## src/rtl/sobel_pkg.sv

```systemverilog
// Shared constants and types for the Sobel edge-detection datapath
// and the neighbouring image-read / display stages.
package sobel_pkg;

  localparam int PIX_W      = 8;
  localparam int SUM_W      = 10;
  localparam int MAG_MAX    = 255;
  localparam int CNT_W      = 14;
  localparam int IMG_WIDTH  = 128;
  localparam int IMG_HEIGHT = 96;
  localparam int LAT        = 3;

  // Per-pixel sideband that travels alongside the datapath.
  typedef struct packed {
    logic             valid;
    logic             sof;
    logic             border;
    logic [PIX_W-1:0] thr;
  } side_t;

  function automatic logic [PIX_W-1:0] sat_mag(input logic [SUM_W:0] s);
    return (s > SUM_W'(MAG_MAX)) ? PIX_W'(MAG_MAX) : s[PIX_W-1:0];
  endfunction

endpackage

```

## src/rtl/sobel_absdiff.sv

```systemverilog
// Registered absolute difference of two unsigned partial sums.
import sobel_pkg::*;

module sobel_absdiff (
  input  logic             clk,
  input  logic             rst,
  input  logic [SUM_W-1:0] a_i,
  input  logic [SUM_W-1:0] b_i,
  output logic [SUM_W-1:0] d_o
);

  logic [SUM_W-1:0] d_d;
  logic [SUM_W-1:0] d_q;

  always_comb begin
    d_d = (a_i >= b_i) ? (a_i - b_i) : (b_i - a_i);
  end

  always_ff @(posedge clk) begin
    if (rst) begin
      d_q <= '0;
    end else begin
      d_q <= d_d;
    end
  end

  assign d_o = d_q;

endmodule

```

## src/rtl/sobel_core.sv

```systemverilog
// Three-stage Sobel |Gx|+|Gy| magnitude with per-frame threshold
// and per-frame edge-pixel counter.
module sobel_core #(
  parameter int CNT_W = sobel_pkg::CNT_W
) (
  input  logic             clk,
  input  logic             rst,
  input  logic [7:0]       pix_0,
  input  logic [7:0]       pix_1,
  input  logic [7:0]       pix_2,
  input  logic [7:0]       pix_3,
  input  logic [7:0]       pix_5,
  input  logic [7:0]       pix_6,
  input  logic [7:0]       pix_7,
  input  logic [7:0]       pix_8,
  input  logic             in_valid,
  input  logic             in_border,
  input  logic             in_sof,
  input  logic [7:0]       thresh,
  output logic [7:0]       mag,
  output logic             edge_flag,
  output logic             out_valid,
  output logic             out_sof,
  output logic [CNT_W-1:0] edge_count,
  output logic             count_valid
);
  import sobel_pkg::*;

  localparam logic [CNT_W-1:0] CNT_MAX = {CNT_W{1'b1}};

  // Stage 1: directional partial sums, index 0 = x, 1 = y.
  logic [SUM_W-1:0] pos_d [2];
  logic [SUM_W-1:0] neg_d [2];
  logic [SUM_W-1:0] pos_q [2];
  logic [SUM_W-1:0] neg_q [2];
  logic [PIX_W-1:0] thr_d, thr_q;
  side_t            side1_d, side1_q, side2_q;

  always_comb begin
    pos_d[0] = SUM_W'(pix_2) + (SUM_W'(pix_5) << 1) + SUM_W'(pix_8);
    neg_d[0] = SUM_W'(pix_0) + (SUM_W'(pix_3) << 1) + SUM_W'(pix_6);
    pos_d[1] = SUM_W'(pix_6) + (SUM_W'(pix_7) << 1) + SUM_W'(pix_8);
    neg_d[1] = SUM_W'(pix_0) + (SUM_W'(pix_1) << 1) + SUM_W'(pix_2);
  end

  // The sof pixel itself already uses the newly loaded threshold.
  always_comb begin
    thr_d = thr_q;
    if (in_valid && in_sof) begin
      thr_d = thresh;
    end
    side1_d.valid  = in_valid;
    side1_d.sof    = in_valid & in_sof;
    side1_d.border = in_border;
    side1_d.thr    = thr_d;
  end

  always_ff @(posedge clk) begin
    if (rst) begin
      thr_q   <= '0;
      side1_q <= '0;
      side2_q <= '0;
    end else begin
      thr_q   <= thr_d;
      side1_q <= side1_d;
      side2_q <= side1_q;
    end
  end

  // Stage 2: absolute differences.
  logic [SUM_W-1:0] abs_q [2];

  generate
    for (genvar gi = 0; gi < 2; gi++) begin : g_axis
      always_ff @(posedge clk) begin
        if (rst) begin
          pos_q[gi] <= '0;
          neg_q[gi] <= '0;
        end else begin
          pos_q[gi] <= pos_d[gi];
          neg_q[gi] <= neg_d[gi];
        end
      end

      sobel_absdiff u_absdiff (
        .clk (clk),
        .rst (rst),
        .a_i (pos_q[gi]),
        .b_i (neg_q[gi]),
        .d_o (abs_q[gi])
      );
    end
  endgenerate

  // Stage 3: magnitude, threshold and edge counting.
  logic [SUM_W:0]     sum_c;
  logic [PIX_W-1:0]   mag_c;
  logic               edge_c;
  logic [PIX_W-1:0]   mag_d, mag_q;
  logic               edge_d, edge_q;
  logic               valid_q, sof_q;
  logic [CNT_W-1:0]   cnt_d, cnt_q;
  logic [CNT_W-1:0]   edge_count_d, edge_count_q;
  logic               count_valid_d, count_valid_q;

  always_comb begin
    sum_c  = {1'b0, abs_q[0]} + {1'b0, abs_q[1]};
    mag_c  = side2_q.border ? '0 : sat_mag(sum_c);
    edge_c = !side2_q.border && (mag_c >= side2_q.thr);
    mag_d  = side2_q.valid ? mag_c  : mag_q;
    edge_d = side2_q.valid ? edge_c : edge_q;
  end

  // Counter is advanced from the stage-3 result so the report lines up with out_sof.
  always_comb begin
    cnt_d         = cnt_q;
    edge_count_d  = edge_count_q;
    count_valid_d = 1'b0;
    if (side2_q.valid) begin
      if (side2_q.sof) begin
        edge_count_d  = cnt_q;
        count_valid_d = 1'b1;
        cnt_d         = CNT_W'(edge_c);
      end else if (edge_c && (cnt_q != CNT_MAX)) begin
        cnt_d = cnt_q + 1'b1;
      end
    end
  end

  always_ff @(posedge clk) begin
    if (rst) begin
      mag_q         <= '0;
      edge_q        <= 1'b0;
      valid_q       <= 1'b0;
      sof_q         <= 1'b0;
      cnt_q         <= '0;
      edge_count_q  <= '0;
      count_valid_q <= 1'b0;
    end else begin
      mag_q         <= mag_d;
      edge_q        <= edge_d;
      valid_q       <= side2_q.valid;
      sof_q         <= side2_q.valid & side2_q.sof;
      cnt_q         <= cnt_d;
      edge_count_q  <= edge_count_d;
      count_valid_q <= count_valid_d;
    end
  end

  assign mag         = mag_q;
  assign edge_flag   = edge_q;
  assign out_valid   = valid_q;
  assign out_sof     = sof_q;
  assign edge_count  = edge_count_q;
  assign count_valid = count_valid_q;

endmodule

```

## config.mk

```make
export PLATFORM = sky130hd
export DESIGN_NAME = sobel_core
export DESIGN_NICKNAME = d
export VERILOG_FILES = /design/src/rtl/sobel_pkg.sv /design/src/rtl/sobel_absdiff.sv /design/src/rtl/sobel_core.sv
export SDC_FILE = /design/constraint.sdc
export NUM_CORES = 1
export LEC_CHECK = 0
export ABC_AREA = 1
export BUFFER_PORTS_ARGS = -buffer_cell sky130_fd_sc_hd__buf_2
export CAP_MARGIN = 10
export CORE_AREA = 2 2 171 173
export CTS_CLUSTER_SIZE = 25
export DETAILED_ROUTE_END_ITERATION = 10
export DIE_AREA = 0 0 173 175
export PLACE_DENSITY = 0.5
export SLEW_MARGIN = 20
export SYNTH_ARGS = -nofsm -noshare
export SYNTH_HDL_FRONTEND = slang
export SYNTH_HIERARCHICAL = 1
export SYNTH_SLANG_ARGS = --single-unit
```

## constraint.sdc

```tcl
create_clock -name clk -period 6.4 [get_ports clk]
set_input_delay 0.64 -clock clk [delete_from_list [all_inputs] [get_ports clk]]
set_output_delay 0.64 -clock clk [all_outputs]
set_load 0.005 [all_outputs]
```

==> impl_metrics.ini, run 1 <==
[status]
status = completed

[floorplanning]
core_area_mm2 = 0.0284
rows = 62
num_io_pins = 103
start_util = 0.306
die_w_um = 173
dieArea_mm2 = 0.0303
die-height_um = 175

[sta]
slew_headroom = 0.304
tightest_slew_ns = 1.04
final_hold_viol_count = 0
setup_viol = 0
fmax_ghz = 0.285
whs_ns = 0.402
rsz0062_at_grt = false
tns_ns = 0
skew_ns = 0.0130
min_period_ns = 3.51
finalMaxSlewViolations = 0
finalCritPeriodShare = 0.548
fin_ws_ns = 2.89

[worst_setup_path]
cpMostUsedCell = nand2_1
r2r_slack_ns = 2.89
critPathMaxFanout = 15
critical_path_class = reg -> reg
timing.rr.end = cnt_q[5]
crit_chain = ha_1 -> fa_1 -> nand3_1 -> nand2_1 -> nand2_1 -> nand2_1 -> nand2_1 -> nand3_1 -> nor2_2 -> nand2_1 -> nand2_1 -> inv_1 -> ha_1 -> nand2_1 -> nor2_1 -> nand4_1 -> nand3_2 -> nand4_4 -> nand2_4 -> nand2_1 -> a21oi_2
cp_slowest_cell = fa_1
endpoint_kind = flip-flop
cp_data_arrival_time_ns = 3.86
crit_buf_inv = 1
startpoint_type = flip-flop
path_delay_family = simple AND/OR/NAND/NOR gates
cp_slowest_stage_delay_ns = 0.42
reg2reg_depth = 21
r2r-start = g_axis[1].u_absdiff/d_o[0]
crit_required_ns = 6.75

[place]
pre_cts_ws_ns = 2.91
port_buffers = 102
place_hpwl_um = 17300
finalWeightedCongestion = 0.815
place_area_mm2 = 0.00950

[synth]
yosysWarningCount = 6
ys_ff_latch = 122
synth_largest_area_cell = dfxtp_1
synthesis.instances = 1152
synth_top_area_share = 0.281
ys_seq_area_frac = 0.281
ys_top_cells_by_area = dfxtp_1 (28%), ha_1 (13%), nand2_1 (10%)
syn_nets = 1359
syn_area_per_cell_um2 = 7.55
synth.cell_area_mm2 = 0.00870
synth_cell_types = 42

[clock_tree]
postCtsSetupBuffers = 0
ctsLongestPathBuffers = 2
clk_pin_slew_ns = 0.06
htree_levels = 4
cts_made_buffers = 17
cts.repair.resized = 0
tritoncts = built
clock_sinks = 122
ctsHoldBuffers = 0
clock_latency_ns = 0.42
clockRootBuffer = clkbuf_16

[pwr]
ir_drop_v = 0.000145
power.density_mw_per_mm2 = 355
power_leakage_nw = 4.86
power_mw = 3.58

[detailed_routing]
drt_iter0_markers = 342
wl_um = 21500
ant_nets = 0
viasPerCell = 4.49
drt-pass1-iter-count = 5
wl_per_cell_um = 13.1
drc = 0
routed-via-count = 7378

[grt]
antenna_found_initial = 0
grt_use_met2 = 0.255
overflow = 0
grt_pass1_wl_um = 36200
grt_pass1_vias = 7454
grt_usage = 0.148
top_usage_layer = met2
grt_max_degree = 39
met1_usage = 0.185
grtUsageMet3 = 0.0263

[final_layout]
drive_gt1_frac = 0.148
syn_to_final_growth_pct = 15.9
nFillCells = 3070
stdcell_area_mm2 = 0.0101
final_cell_mix = nand2_1 (240), inv_1 (179), dfxtp_1 (122)
diodes = 0
layout_commonest_cell = nand2_1
fin_nets = 1454

[job]
maxCapViolCount = 0

[worst_hold_path]
hold_path_class = reg -> reg
min_from = side1_q[8]
hold_depth = 2
holdPathEnd = side2_q[8]
==> how the worst max path moves through the flow <==
stage / startpoint / end / slack (ns) / cells past startpoint
2_1_floorplan: g_axis[1].u_absdiff/d_o[0] / cnt_q[10] / 3.43 / 22
3_3_place_gp: g_axis[1].u_absdiff/d_o[0] / cnt_q[7] / 2.95 / 21
3_5_place_dp: g_axis[1].u_absdiff/d_o[0] / cnt_q[5] / 2.91 / 21
6_report: g_axis[1].u_absdiff/d_o[0] / cnt_q[5] / 2.89 / 21
4_1_cts: g_axis[1].u_absdiff/d_o[0] / cnt_q[5] / 2.86 / 21
5_1_grt: g_axis[1].u_absdiff/d_o[0] / cnt_q[2] / 2.51 / 21
==> worst reg2reg max path, stage by stage, from the launching register on <==
cell	delay, ns
dfxtp_1	0.31
ha_1	0.25
fa_1	0.42
nand3_1	0.08
nand2_1	0.10
nand2_1	0.09
nand2_1	0.05
nand2_1	0.05
nand3_1	0.07
nor2_2	0.30
nand2_1	0.10
nand2_1	0.09
inv_1	0.05
ha_1	0.28
nand2_1	0.07
nor2_1	0.15
nand4_1	0.11
nand3_2	0.13
nand4_4	0.24
nand2_4	0.28
nand2_1	0.11
a21oi_2	0.12
==> report_power, final <==
part	total (mW)	leakage [nW]	internal, mW	switching, mW
combinational	1.70	3.56	0.628	1.08
clock	0.953	0.290	0.550	0.403
sequential	0.924	1.00	0.870	0.0544
==> flip-flops by register name, summed over array words and instances, names as in the netlist <==
name and cells:
side2_q 11, side1_q 11, neg_q 20, edge_count 14, g_axis.u_absdiff/d_o 20, pos_q 20, mag 8, cnt_q 14
out_sof 1, count_valid 1, edge_flag 1, out_valid 1
==> per-stage QoR <==
step / utilization / cells
floorplan: - / 1152
global placement: 0.334 / 1612
detailed placement: 0.335 / 1612
CTS: 0.355 / 1644
global route: 0.355 / 1644
finish: 0.355 / 1644
==> routing by layer <==
metal / part of all wire / wire [um]
met5: 0 / 0
met4: 0.016 / 338
met3: 0.031 / 658
met2: 0.49 / 10400
met1: 0.47 / 10100
==> final cells by class <==
| cell class | instances | area [um^2] | share of cell area |
|---|---|---|---|
| clock inverter | 15 | 153 | 0.0151 |
| clock buffer | 17 | 425 | 0.0422 |
| tap | 384 | 480 | 0.0477 |
| multi-input combinational | 819 | 5360 | 0.532 |
| timing repair buffer | 104 | 526 | 0.0521 |
| inverter | 183 | 687 | 0.0682 |
| sequential | 122 | 2440 | 0.242 |
==> cells in the mapped netlist, drive strengths merged <==
cell type and instances:
nand2 253, inv 183, dfxtp 122, a21oi 116, nor2 106, ha 93, nand3 80, o21ai 54
fa 37, xor2 28, buf 17, clkbuf 11, nand4 11, nor3 8, xnor2 8, o22a 7
a22o 4, a32o 4, o311ai 4, nand3b 2, o21bai 2, a21o 1, o21a 1
==> cell families (layout without fill, tap and decap cells) <==
| family | Yosys count | in the layout | share of synthesized area |
|---|---|---|---|
| AO/OA/AOI/OAI | 193 | 193 | 0.125 |
| AND/OR/NAND/NOR | 460 | 460 | 0.236 |
| XOR/XNOR | 36 | 36 | 0.0363 |
| buffers and inverters | 211 | 319 | 0.103 |
| flip-flops | 122 | 122 | 0.281 |
| adder cells (fa/ha/maj) | 130 | 130 | 0.219 |
No activity file was read; power rests on OpenSTA's default activity.
==> run 2: changes to the inputs <==
Settings changed: PLACE_DENSITY 0.5 to 0.52.
Clock period 6.4 ns to 3.2 ns, I/O delays scaled along.
==> impl_metrics.ini, run 2 (synthesis gave the netlist of run 1 again) <==
[clock_tree]
ctsLongestPathBuffers = 2
cts_made_buffers = 17
clockRootBuffer = clkbuf_16
clock_sinks = 122
clk_pin_slew_ns = 0.06
tritoncts = built
htree_levels = 4
ctsHoldBuffers = 0
clock_latency_ns = 0.42

[worst_setup_path]
critPathMaxFanout = 7
r2r-start = g_axis[0].u_absdiff/d_o[0]
cp_slowest_stage_delay_ns = 0.37
startpoint = g_axis[0].u_absdiff/d_o[0]
timing.rr.end = cnt_q[13]
cp_data_arrival_time_ns = 3.30
crit_chain = ha_4 -> fa_2 -> nand3_2 -> nand2_2 -> nand2_2 -> nand2_1 -> nand2_1 -> nand3_2 -> nor2_4 -> buf_6 -> nand2_1 -> nand2_2 -> inv_1 -> ha_1 -> nand2_2 -> nor2_4 -> nand4_1 -> nand3_2 -> nand4_4 -> buf_6 -> nand3_1 -> a21oi_2
reg2reg_depth = 22
cp_slowest_cell = fa_2
path_delay_family = simple AND/OR/NAND/NOR gates
r2r_slack_ns = 0.19
startpoint_type = flip-flop
crit_buf_inv = 3
cp.depth = 22
endpoint_kind = flip-flop
cpMostUsedCell = nand2_2
crit_required_ns = 3.49
critical_path_class = reg -> reg

[worst_hold_path]
hold_depth = 2
hold_path_class = in -> reg
holdPathEnd = side1_q[3]
min_from = thresh[3]

[sta]
whs_ns = 0.125
fin_ws_ns = 0.189
skew_ns = 0.00934
tns_ns = 0
setup_viol = 0
tightest_slew_ns = 0.983
slew_headroom = 0.344
min_period_ns = 3.01
fmax_ghz = 0.332
final_hold_viol_count = 0
finalCritPeriodShare = 0.941
finalMaxSlewViolations = 0

[final_layout]
diodes = 0
fin_util = 0.369
final_cell_mix = nand2_1 (232), inv_1 (177), dfxtp_1 (119)
nFillCells = 3002
fin_nets = 1473
syn_to_final_growth_pct = 20.6
layout_commonest_cell = nand2_1
drive_gt1_frac = 0.192

[pwr]
power_mw = 7.65
ir_drop_v = 0.000406
power.density_mw_per_mm2 = 729
power_leakage_nw = 4.94

[detailed_routing]
wl_per_cell_um = 13.0
ant_nets = 0
drc = 0
drt-pass1-iter-count = 5
viasPerCell = 4.47
drt_iter0_markers = 368
routed-via-count = 7430
wl_um = 21600

[grt]
grt_pass1_wl_um = 35700
grt_pass1_vias = 7302
grt_max_degree = 40
grt_usage = 0.146
overflow = 0
antenna_found_initial = 0

[floorplanning]
die_w_um = 173
die-height_um = 175
start_util = 0.306
rows = 62
core_area_mm2 = 0.0284
num_io_pins = 103
dieArea_mm2 = 0.0303

[place]
place_hpwl_um = 17300
port_buffers = 102
pre_cts_ws_ns = 0.0767
finalWeightedCongestion = 0.844

[job]
maxCapViolCount = 0

[status]
status = completed
[run 2: cell types whose count changed in the layout (fill, tap and decap cells not counted), sizes merged]
cell      change
buf          +18
clkbuf        +1
clkinv        -1
clkinvlp      +4
inv           -4
nand2         +1
[run 2: final cells by class]
| cell class | instances | area [um^2] | share of cell area |
|---|---|---|---|
| inverter | 183 | 687 | 0.0655 |
| sequential | 122 | 2450 | 0.233 |
| clock inverter | 14 | 138 | 0.0131 |
| tap | 384 | 480 | 0.0458 |
| clock buffer | 18 | 429 | 0.0409 |
| multi-input combinational | 820 | 5640 | 0.537 |
| timing repair buffer | 122 | 672 | 0.0641 |
[run 2: worst max-delay path by stage]
stage	endpoint	slack [ns]
after detailed placement	cnt_q[8]	0.08
after floorplan	cnt_q[10]	0.23
after CTS	cnt_q[3]	0.04
after global placement	cnt_q[10]	0.12
final	cnt_q[13]	0.19
after global routing	cnt_q[4]	-0.01
[run 2: metrics by stage]
stage | area, um^2 | std cells
3_3_place_gp | 9610 | 1627
6_report | 10500 | 1663
2_1_floorplan | 8700 | 1152
3_5_place_dp | 9610 | 1627
5_1_grt | 10500 | 1663
4_1_cts | 10200 | 1659
[run 2: power by group]
group	total (mW)	switching, mW	internal [mW]
Combinational	3.92	2.31	1.61
Clock	1.84	0.758	1.08
Sequential	1.88	0.141	1.74
Total	7.65	3.21	4.43
[run 2: repair_timing]
action                     4_1_cts  5_1_grt
resized for setup                0       50
hold endpoints to repair         0        0
buffers inserted                 0        3
setup endpoints to repair        0       14
[run 2: worst reg2reg max path, stage by stage, from the launching register on]
cell,delay [ns]
dfxtp_2,0.33
ha_4,0.16
fa_2,0.37
nand3_2,0.07
nand2_2,0.06
nand2_2,0.07
nand2_1,0.04
nand2_1,0.07
nand3_2,0.08
nor2_4,0.10
buf_6,0.12
nand2_1,0.06
nand2_2,0.06
inv_1,0.05
ha_1,0.28
nand2_2,0.07
nor2_4,0.11
nand4_1,0.11
nand3_2,0.14
nand4_4,0.19
buf_6,0.22
nand3_1,0.09
a21oi_2,0.06
[run 2: metal layers]
metal  track usage  share of wire  up-vias
li1              -              -     3925
met2         0.258           0.49      111
met1         0.180           0.46     3368
met5             0              0        -
met4        0.0512          0.016        0
met3        0.0239          0.031       26
==> run 3: changes to the inputs <==
Settings changed: PLACE_DENSITY 0.52 to 0.5, RECOVER_POWER set to 50.
Clock period 3.2 ns to 2.8 ns, I/O delays scaled along.
==> impl_metrics.ini, run 3 (synthesis gave the netlist of run 1 again) <==
[pwr]
netSwitchingFraction = 0.406
power.density_mw_per_mm2 = 874
power_mw = 9.38
p_sw_mw = 3.80
internal_power_mw = 5.57
p_comb_frac = 0.523
ir_drop_v = 0.000443
seq_power_share = 0.229
power_leakage_nw = 5.04
power_frac_clock = 0.248

[sta]
finalMaxSlewViolations = 0
slew_headroom = 0.255
fin_ws_ns = -0.161
min_period_ns = 2.96
finalCritPeriodShare = 1.06
skew_ns = 0.0114
rsz0062_at_grt = true
fmax_ghz = 0.338
tightest_slew_ns = 1.12
final_hold_viol_count = 0
setup_viol = 15
tns_ns = -2.01

[place]
port_buffers = 102
place_hpwl_um = 17700
finalWeightedCongestion = 0.816
dp.cells = 1645

[grt]
antenna_found_initial = 0
grt_usage = 0.153
grt_pass1_wl_um = 37500
grt_max_degree = 26
overflow = 0
grt_pass1_vias = 7669

[final_layout]
instances_no_fill = 1691
drive_gt1_frac = 0.197
final_cell_mix = nand2_1 (231), inv_1 (176), dfxtp_1 (121)
seqCellArea_mm2 = 0.00244
fin_nets = 1501
multiInputGateArea_mm2 = 0.00563
layout_commonest_cell = nand2_1
syn_to_final_growth_pct = 23.3
nFillCells = 3060
diodes = 0

[detailed_routing]
drc = 0
drt-pass1-iter-count = 5
wl_per_cell_um = 13.3
viasPerCell = 4.42
drt_iter0_markers = 372
routed-via-count = 7482
ant_nets = 0
wl_um = 22400

[worst_setup_path]
cp_slowest_cell = fa_2
critPathMaxFanout = 8
endpoint_kind = flip-flop
crit_buf_inv = 2
path_delay_family = simple AND/OR/NAND/NOR gates
cpMostUsedCell = nand2_2
crit_required_ns = 3.11
startpoint_type = flip-flop
r2r_slack_ns = -0.16
cp_data_arrival_time_ns = 3.27
cp_slowest_stage_delay_ns = 0.34
critical_path_class = reg -> reg
crit_chain = ha_4 -> fa_2 -> nand3_2 -> nand2_2 -> nand2_2 -> nand2_1 -> nand2_1 -> nand3_2 -> nor2_4 -> nand2_2 -> nand2_2 -> inv_2 -> ha_4 -> nand2_2 -> nor2_2 -> nand4_1 -> nand3_2 -> nand4_4 -> buf_6 -> o21ai_2 -> a21oi_1

[status]
violations = negative setup slack
status = finished, violations left

[floorplanning]
core_area_mm2 = 0.0284
die-height_um = 175
start_util = 0.306
die_w_um = 173
num_io_pins = 103
rows = 62
dieArea_mm2 = 0.0303

[clock_tree]
clockRootBuffer = clkbuf_16
clock_latency_ns = 0.42
htree_levels = 4
tritoncts = built
cts_made_buffers = 17
clock_sinks = 122
ctsLongestPathBuffers = 2
clk_pin_slew_ns = 0.07

[job]
maxCapViolCount = 0

[worst_hold_path]
hold_path_class = in -> reg
[run 3: cell types whose count changed in the layout (fill, tap and decap cells not counted), sizes merged]
| cell | before | now |
|---|---|---|
| buf | 122 | 132 |
| bufinv | 1 | 3 |
| clkbuf | 18 | 37 |
| clkinv | 3 | 5 |
| clkinvlp | 4 | 2 |
| inv | 189 | 187 |
| nand2 | 254 | 253 |
[run 3: metal layers]
layer,track usage,up-vias,share of wire
li1,-,3983,-
met1,0.191,3387,0.47
met2,0.274,93,0.50
met3,0.0239,19,0.023
met4,0.0434,0,0.016
met5,0,-,0
[run 3: power by group through the flow]
| stage | Sequential, mW | Clock (mW) | Combinational [mW] |
|---|---|---|---|
| after floorplan | 2.11 | 0 | 3.10 |
| after global placement | 2.14 | 0 | 4.29 |
| after detailed placement | 2.15 | 0 | 4.28 |
| after CTS | 2.11 | 2.39 | 4.67 |
| after global routing | 2.18 | 2.47 | 5.58 |
| final | 2.15 | 2.33 | 4.90 |
[run 3: final cells by class]
type | count | share of cell area
clock buffer | 18 | 0.0400
clock inverter | 14 | 0.0176
inverter | 183 | 0.0641
multi-input combinational | 819 | 0.525
sequential | 122 | 0.228
tap | 384 | 0.0448
timing repair buffer | 151 | 0.0810
[run 3: final timing paths]
check                                   from  cells past startpoint         end
setup reg to reg  g_axis[0].u_absdiff/d_o[0]                     21    cnt_q[2]
setup / recovery  g_axis[0].u_absdiff/d_o[0]                     21    cnt_q[2]
hold / removal                     thresh[6]                      2  side1_q[6]
hold reg to reg                   side1_q[9]                      2  side2_q[9]
[run 3: repair_timing]
item,CTS,global route
hold buffers,0,0
pin swaps,14,9
resized for setup,29,18
buffers inserted,12,2
setup endpoints to repair,14,16
gates cloned,0,0
[run 3: worst reg2reg max path: stages, from the launching register on]
cell and delay [ns]:
dfxtp_2 0.33, ha_4 0.16, fa_2 0.34, nand3_2 0.07, nand2_2 0.07, nand2_2 0.07, nand2_1 0.05, nand2_1 0.07
nand3_2 0.08, nor2_4 0.19, nand2_2 0.08, nand2_2 0.08, inv_2 0.06, ha_4 0.26, nand2_2 0.06, nor2_2 0.12
nand4_1 0.11, nand3_2 0.14, nand4_4 0.16, buf_6 0.20, o21ai_2 0.11, a21oi_1 0.05
[run 3: metrics by stage]
stage,utilization,cell area [um^2],worst slack [ns],hold WS (ns)
after floorplan,-,8710,0.00384,0.347
after global placement,0.344,9770,-0.166,0.399
after detailed placement,0.344,9770,-0.208,0.407
after CTS,0.374,10600,-0.195,0.0616
after global routing,0.378,10700,-0.404,0.0659
final,0.378,10700,-0.161,0.0773
